`config.mk`:
```
export PLATFORM = sky130hd
export DESIGN_NAME = pipelined_decode
export DESIGN_NICKNAME = d
export VERILOG_FILES = /design/src/rtl/pipelined_decode.sv
export SDC_FILE = /design/constraint.sdc
export NUM_CORES = 2
export LEC_CHECK = 0
export CORE_ASPECT_RATIO = 1.5
export CORE_UTILIZATION = 45
export CTS_CLUSTER_DIAMETER = 50
export CTS_CLUSTER_SIZE = 16
export DETAILED_ROUTE_END_ITERATION = 10
export DONT_BUFFER_PORTS = 1
export HOLD_SLACK_MARGIN = 0.08
export MAX_ROUTING_LAYER = met4
export PLACE_DENSITY = 0.71
export SYNTH_ARGS = -nofsm -noshare
export SYNTH_HDL_FRONTEND = slang
export SYNTH_SLANG_ARGS = --single-unit
```
`constraint.sdc`:
```
create_clock -name clock -period 47.2 [get_ports clock]
set_clock_uncertainty 0.05 [all_clocks]
set_input_delay 7.08 -clock clock [delete_from_list [all_inputs] [get_ports clock]]
set_output_delay 7.08 -clock clock [all_outputs]
set_load 0.02 [all_outputs]
```
`src/rtl/pipelined_decode.sv`:
```
// Decode stage: scalar/vector register files with write-back bypass, per-register
// scoreboard, RAW/WAW stall logic and a registered operand bundle for execute.
module pipelined_decode #(
    parameter int DATA_WIDTH        = 19,
    parameter int WIDTH             = 8,
    parameter int VECTOR_SIZE       = 8,
    parameter int REGNUM            = 16,
    parameter int ADDRESS_WIDTH     = 4,
    parameter int OPCODE_WIDTH      = 5,
    parameter int INSTRUCTION_WIDTH = 32
) (
    input  logic                            clock,
    input  logic                            reset,
    input  logic                            inValid,
    output logic                            inReady,
    input  logic [INSTRUCTION_WIDTH-1:0]    instruction,
    input  logic                            flush,
    input  logic                            writeEnableScalar,
    input  logic                            writeEnableVector,
    input  logic [ADDRESS_WIDTH-1:0]        writeAddress,
    input  logic [DATA_WIDTH-1:0]           writeScalarData,
    input  logic [VECTOR_SIZE*WIDTH-1:0]    writeVectorData,
    output logic                            outValid,
    input  logic                            outReady,
    output logic [OPCODE_WIDTH-1:0]         opcode,
    output logic                            isVector,
    output logic [ADDRESS_WIDTH-1:0]        regDestinationAddress,
    output logic [ADDRESS_WIDTH-1:0]        reg1Address,
    output logic [ADDRESS_WIDTH-1:0]        reg2Address,
    output logic [DATA_WIDTH-1:0]           inmediate,
    output logic [DATA_WIDTH-1:0]           reg1ScalarContent,
    output logic [DATA_WIDTH-1:0]           reg2ScalarContent,
    output logic [VECTOR_SIZE*WIDTH-1:0]    reg1VectorContent,
    output logic [VECTOR_SIZE*WIDTH-1:0]    reg2VectorContent
);

    localparam int VW = VECTOR_SIZE * WIDTH;

    logic [DATA_WIDTH-1:0]    scalar_rf [REGNUM];
    logic [VW-1:0]            vector_rf [REGNUM];
    logic [REGNUM-1:0]        pend_scalar;
    logic [REGNUM-1:0]        pend_vector;

    logic [OPCODE_WIDTH-1:0]  in_op;
    logic [ADDRESS_WIDTH-1:0] in_rd;
    logic [ADDRESS_WIDTH-1:0] in_rs1;
    logic [ADDRESS_WIDTH-1:0] in_rs2;
    logic [DATA_WIDTH-1:0]    in_imm;
    logic                     in_nop;
    logic                     in_writes;
    logic                     in_vec;

    logic [DATA_WIDTH-1:0]    rs1_scalar;
    logic [DATA_WIDTH-1:0]    rs2_scalar;
    logic [VW-1:0]            rs1_vector;
    logic [VW-1:0]            rs2_vector;

    logic [REGNUM-1:0]        clr_scalar;
    logic [REGNUM-1:0]        clr_vector;
    logic [REGNUM-1:0]        set_scalar;
    logic [REGNUM-1:0]        set_vector;
    logic [REGNUM-1:0]        pend_file;
    logic                     out_writes;
    logic                     out_match;
    logic                     hazard;
    logic                     accept;

    assign in_op      = instruction[31:27];
    assign in_rd      = instruction[26:23];
    assign in_rs1     = instruction[22:19];
    assign in_rs2     = instruction[17:14];
    assign in_imm     = DATA_WIDTH'(instruction[18:0]);
    assign in_nop     = (in_op == '0);
    assign in_writes  = !in_nop && !in_op[3];
    assign in_vec     = in_op[OPCODE_WIDTH-1];

    assign isVector   = opcode[OPCODE_WIDTH-1];
    assign out_writes = (opcode != '0) && !opcode[3];

    // Combinational reads with same-cycle write-back bypass
    always_comb begin
        rs1_scalar = scalar_rf[in_rs1];
        rs2_scalar = scalar_rf[in_rs2];
        rs1_vector = vector_rf[in_rs1];
        rs2_vector = vector_rf[in_rs2];
        if (writeEnableScalar && writeAddress == in_rs1) rs1_scalar = writeScalarData;
        if (writeEnableScalar && writeAddress == in_rs2) rs2_scalar = writeScalarData;
        if (writeEnableVector && writeAddress == in_rs1) rs1_vector = writeVectorData;
        if (writeEnableVector && writeAddress == in_rs2) rs2_vector = writeVectorData;
    end

    always_comb begin
        clr_scalar = '0;
        clr_vector = '0;
        set_scalar = '0;
        set_vector = '0;
        if (writeEnableScalar) clr_scalar = REGNUM'(1) << writeAddress;
        if (writeEnableVector) clr_vector = REGNUM'(1) << writeAddress;
        // A flushed bundle is dropped, so it must not reserve its destination
        if (outValid && outReady && !flush && out_writes) begin
            if (isVector) set_vector = REGNUM'(1) << regDestinationAddress;
            else          set_scalar = REGNUM'(1) << regDestinationAddress;
        end
    end

    // Write-back masks the pending bit but not the output-register match
    always_comb begin
        pend_file = in_vec ? (pend_vector & ~clr_vector) : (pend_scalar & ~clr_scalar);
        out_match = outValid && out_writes && (isVector == in_vec) &&
                    ((regDestinationAddress == in_rs1) ||
                     (regDestinationAddress == in_rs2) ||
                     (in_writes && regDestinationAddress == in_rd));
        hazard    = !in_nop && (pend_file[in_rs1] || pend_file[in_rs2] ||
                                (in_writes && pend_file[in_rd]) || out_match);
        inReady   = (!outValid || outReady) && !hazard && !flush;
        accept    = inValid && inReady;
    end

    always_ff @(posedge clock or posedge reset) begin
        if (reset) begin
            for (int unsigned i = 0; i < REGNUM; i++) begin
                scalar_rf[i] <= '0;
                vector_rf[i] <= '0;
            end
        end else begin
            if (writeEnableScalar) scalar_rf[writeAddress] <= writeScalarData;
            if (writeEnableVector) vector_rf[writeAddress] <= writeVectorData;
        end
    end

    always_ff @(posedge clock or posedge reset) begin
        if (reset) begin
            pend_scalar <= '0;
            pend_vector <= '0;
        end else begin
            pend_scalar <= (pend_scalar & ~clr_scalar) | set_scalar;
            pend_vector <= (pend_vector & ~clr_vector) | set_vector;
        end
    end

    always_ff @(posedge clock or posedge reset) begin
        if (reset) begin
            outValid              <= 1'b0;
            opcode                <= '0;
            regDestinationAddress <= '0;
            reg1Address           <= '0;
            reg2Address           <= '0;
            inmediate             <= '0;
            reg1ScalarContent     <= '0;
            reg2ScalarContent     <= '0;
            reg1VectorContent     <= '0;
            reg2VectorContent     <= '0;
        end else if (flush) begin
            outValid <= 1'b0;
        end else if (accept) begin
            outValid              <= 1'b1;
            opcode                <= in_op;
            regDestinationAddress <= in_rd;
            reg1Address           <= in_rs1;
            reg2Address           <= in_rs2;
            inmediate             <= in_imm;
            reg1ScalarContent     <= rs1_scalar;
            reg2ScalarContent     <= rs2_scalar;
            reg1VectorContent     <= rs1_vector;
            reg2VectorContent     <= rs2_vector;
        end else if (outReady) begin
            outValid <= 1'b0;
        end
    end

endmodule

```
Yosys cells after proc, flatten, opt, wreduce, memory -nomap -nowiden:

Index checks and enable logic that the tools add are counted.

* add/subtract/negate cells: 0
* multiply operators: 0
* divide/modulo/power cells: 0
* order comparisons: 7
* equal/unequal tests: 6
* shifts and indexed selects: 2
* muxes and demuxes: 38
* bitwise operators: 10
* reduce and logical (&&, ||, !) cells: 35

Operator list (count)
* $bwmux 1024: 1
* $bmux 64 s4: 2
* $mux 64: 7
* $bwmux 304: 1
* $demux 64 s4: 1
* $bmux 19 s4: 2
* $mux 19: 7
* $mux 16: 7
* $demux 19 s4: 1
* $and 16x16->16: 2
* $not 16->16: 2
* $or 16x16->16: 2
* $shl 1x4->16 const A: 2
* $eq 4x4->1: 5
* $logic_and 1x1->1: 19
* $ge 5x5->1 const B: 3
* $lt 4x5->1 const B: 3
* $not 4->5: 3
* $bmux 1 s4: 3
* $logic_not 1->1: 6
* $logic_or 1x1->1: 6
* $mux 1: 6
* $logic_not 5->1: 1
* $lt 5x1->1 const B: 1
* 5 further kinds: 5

* register bits after elaboration: 1563
* latch bits: 0
* memory bits (writable): 0
* bits in read-only memories: 0
* output and inout port bits: 205
* word-level logic and storage cells: 142
* memories kept: 0

Logic depth before layout (Yosys ltp):

* depth in word-level cells: 17
* mapped depth: 12
* mapped depth without buffers: 8

Worst setup path before layout:

No wires, ideal clock.

* kind: input to output
* from: input port writeEnableScalar
* to: output port inReady
* arrival: 9.435 ns
* data required time: 40.070 ns
* slack: 30.635 ns
* stages on the path: 9
* buffers on the path: 1
* cells stage by stage: buf_4 -> or3b_4 -> o21ai_2 -> o22ai_1 -> mux4_2 -> nand2_1 -> o211ai_1 -> or3_1 -> a21boi_0

* word-level cells in the longest chain between the ends: 13

Ends and longest elaborated chain
* from (decl): RTL line 18 `input logic writeEnableScalar,`
* $mux 16 *: RTL line 97 `if (writeEnableScalar) clr_scalar = REGNUM'(1) << writeAddress;`
* $not 16->16 *: RTL line 108 `pend_file = in_vec ? (pend_vector & ~clr_vector) : (pend_scalar & ~clr_scalar);`
* $and 16x16->16 *: RTL line 108
* $mux 16 *: RTL line 108
* $bmux 1 s4, on equally long branches: RTL line 113, 114
* $mux 1, on equally long branches: RTL line 113, 114
* $logic_or 1x1->1 / $logic_and 1x1->1 (equally long branches): RTL line 113, 114
* $logic_or 1x1->1 *: RTL line 113 `hazard = !in_nop && (pend_file[in_rs1] || pend_file[in_rs2] ||`
* $logic_or 1x1->1 *: RTL line 114 `(in_writes && pend_file[in_rd]) || out_match);`
* $logic_and 1x1->1 *: RTL line 113
* $logic_not 1->1 *: RTL line 115 `inReady = (!outValid || outReady) && !hazard && !flush;`
* $logic_and 1x1->1 * (2 in series): RTL line 115
* to (decl): RTL line 15 `output logic inReady,`

Every way passes the cells marked *; elsewhere a longest branch is shown, timed or not. The select of a mux whose other input is x is not followed.

Worst setup path in the final report:

* from: input port writeAddress[0]
* to: output port inReady

* word-level cells in the longest chain between the ends: 14

Ends and longest elaborated chain
* from (decl): RTL line 20 `input logic [ADDRESS_WIDTH-1:0] writeAddress,`
* $shl 1x4->16 *: RTL line 97, 98
* $mux 16, on equally long branches: RTL line 97, 98
* $not 16->16: RTL line 108
* $and 16x16->16: RTL line 108
* $mux 16 *: RTL line 108
* $bmux 1 s4, on equally long branches: RTL line 113, 114
* $mux 1, on equally long branches: RTL line 113, 114
* $logic_or 1x1->1 / $logic_and 1x1->1 (equally long branches): RTL line 113, 114
* $logic_or 1x1->1 *: RTL line 113
* $logic_or 1x1->1 *: RTL line 114
* $logic_and 1x1->1 *: RTL line 113
* $logic_not 1->1 *: RTL line 115
* $logic_and 1x1->1 * (2 in series): RTL line 115

Marks and branches as above.

==> flow_summary.json <==
{
  "final_common_cell": "dfrtp_1",
  "violations": "slew limit",
  "numPortBuffers": 0,
  "rrSetupSlack_ns": 42.21,
  "synth.top_cell.area_share_pct": 47.9,
  "hpwlAfterDp_um": 129000,
  "powerDensity_nw_per_um2": 46.6,
  "ir_worst_vdd_mv": 0.0381,
  "pin_count": 331,
  "start_kind": "primary input",
  "slew_violations": 57,
  "syn_area_sq_um": 81400,
  "cp_data_arrival_time_ns": 10.50,
  "clock-sinks": 1559,
  "fmax_mhz": 56.7,
  "placed_area_sq_um": 83000,
  "setup_viol": 0,
  "r2r_start": "regDestinationAddress[2]",
  "r2r-end": "reg1VectorContent[41]",
  "core_area_sq_um": 179000,
  "min_period_ns": 17.63,
  "area_delta_synth_final_pct": 7.72,
  "min_from": "vector_rf[949]",
  "rsz0062_at_grt": "no",
  "ys_types": 69,
  "grt_pass1_vias": 52882,
  "numCtsBuffers": 141,
  "met3RoutedLength_um": 16100,
  "grtUsageTotal_pct": 26.4,
  "htreeDepth": 4,
  "worstPathCellList": "or2_1 -> nor2_4 -> o22ai_1 -> mux4_2 -> nand2_1 -> o211ai_1 -> or3_1 -> a21boi_0",
  "synth_area_leader_cell": "dfrtp_1",
  "fin_area_sq_um": 87600,
  "critPathSlowestCell": "nor2_4",
  "grt-ovfl-total": 0,
  "synth-main-ff-cell": "dfrtp_1",
  "dieArea_sq_um": 183000,
  "hold_path_end": "vector_rf[949]",
  "start_util_pct": 45.5,
  "avgSynthCellArea_sq_um": 14.4,
  "first_pass_iters": 5,
  "crit_type": "primary input to output pin",
  "drive_gt1_share_pct": 47.3,
  "ctsHoldBuffers": 0,
  "final_cell_mix": "1559 x dfrtp_1, 1374 x mux2_2, 672 x mux4_2",
  "via_per_inst": 6.42,
  "synth-edff-count": 0,
  "wl_met2_um": 116000,
  "row_count": 190,
  "grt_max_degree": 345,
  "dr_total_vias": 50227,
  "worst_pin_slew_ns": 1.69,
  "fp.dieW_um": 349,
  "root_buffer": "clkbuf_16",
  "critPathBufInv": 0,
  "clock_latency_ns": 0.81,
  "routedWlPerCell_um": 29.7,
  "synth_warnings": 0,
  "holdPathStages": 2,
  "p_total_uw": 4080,
  "syn_nets": 5764,
  "synth.area.top_cells": "dfrtp_1 48%, mux2_2 19%, mux4_2 19%",
  "cp_top_family": "simple AND/OR/NAND/NOR gates",
  "hold_slack_ns": 0.447,
  "synth-seq-cells": 1559,
  "finalSetupTns_ns": 0,
  "grt_pass1_wl_um": 350000,
  "top_layer": "met4",
  "critPathCaptureType": "output pin",
  "final_antenna_net_count": 0,
  "die_h_um": 523,
  "drv_cap": 0,
  "syn_inst": 5638,
  "gp_congestion": 0.860,
  "synth-async-reset-ratio_pct": 100,
  "ctsResizeCount": 0,
  "yosysSeqAreaShare_pct": 47.9,
  "antenna_found_initial": 1,
  "outcome": "finished with violations",
  "ff2ff_path_depth": 9,
  "nets": 5450,
  "clkSlewWorstSetupHoldPaths_ns": 0.07,
  "wl_met1_um": 92000,
  "required_ns": 40.07,
  "drc_errors": 0,
  "cts_buffer_depth": 3,
  "post_cts_buffers": 0,
  "p_leak_uw": 0.0364,
  "period_share_pct": 37.4,
  "relSlewSlack_pct": -12.8,
  "critPathMaxFanout": 23,
  "hold_path.class": "flop to flop",
  "routed_wl_um": 232000,
  "cts_tree": "built",
  "drt_iter0_markers": 4280,
  "hold_viol": 0,
  "slowest_delay_ns": 1.00
}
[state kept, by name, indices dropped and copies added (netlist names)]
| register | cells |
|---|---|
| inmediate | 16 |
| reg1ScalarContent | 19 |
| reg2VectorContent | 64 |
| reg2ScalarContent | 19 |
| pend_vector | 16 |
| regDestinationAddress | 4 |
| scalar_rf | 304 |
| reg1Address | 4 |
| outValid | 1 |
| vector_rf | 1024 |
| reg2Address | 3 |
| pend_scalar | 16 |
| reg1VectorContent | 64 |
| opcode | 5 |
[per-layer routing]
layer	track usage, %	vias up
met5	-	-
met4	9.43	0
met3	4.94	462
met2	42.9	1815
met1	33.0	27248
li1	-	20702
[cell families after synthesis]
kind of cell	count (synthesis)	share of synthesized area, %
mux	2298	41.7
flops	1559	47.9
simple gates	766	3.93
buf+inv	537	2.74
compound gates	457	3.42
xor+xnor	21	0.226
[per-stage QoR]
step                util (%)  worst slack [ns]  instances
detailed placement      46.4             29.64       7581
global placement        46.4             29.66       7581
global route            49.0             29.49       7818
floorplan                  -             18.47       5638
CTS                     49.0             29.64       7817
finish                  49.0             29.57       7818
[tightest hold or removal path, stage by stage, from the launching register on]
cell,delay [ns]
dfrtp_1,0.35
nand2_1,0.06
nand2_1,0.06
[synth_stat cells, drive strengths merged (8+ instances only)]
| master | instances |
|---|---|
| o21ai | 66 |
| o211ai | 8 |
| xor2 | 14 |
| nand3 | 13 |
| and2 | 9 |
| nand2 | 397 |
| dfrtp | 1559 |
| a21oi | 81 |
| mux2 | 1539 |
| nand2b | 8 |
| nor2 | 280 |
| inv | 9 |
| o22ai | 180 |
| a31oi | 85 |
| or2 | 9 |
| mux2i | 87 |
| buf | 145 |
| nand3b | 10 |
| mux4 | 672 |
| a211oi | 9 |
| clkbuf | 383 |
[report_power, final]
group | switching (uW) | leakage [uW] | internal (uW)
Combinational | 294 | 0.0150 | 581
Sequential | 352 | 0.0192 | 1670
Clock | 550 | 0.00228 | 633
Total | 1200 | 0.0364 | 2890
[how the worst max path moves through the flow]
stage / startpoint / end / cells past startpoint
after floorplan: reset / inmediate[0] / 1
after global placement: writeAddress[0] / inReady / 8
after detailed placement: writeAddress[0] / inReady / 8
after CTS: writeAddress[0] / inReady / 8
after global routing: writeAddress[0] / inReady / 8
final: writeAddress[0] / inReady / 8
[area by class of cell]
cell class,count,area (sq um)
repair buffers,71,558
clock buffers,160,3710
multi-input cells,3542,40400
diodes,1,2.50
flip-flops and latches,1559,39000
clock inverters,76,945
fillers,15073,91400
well taps,2400,3000
inverters,9,42.5
(Power assumes the default switching activity.)
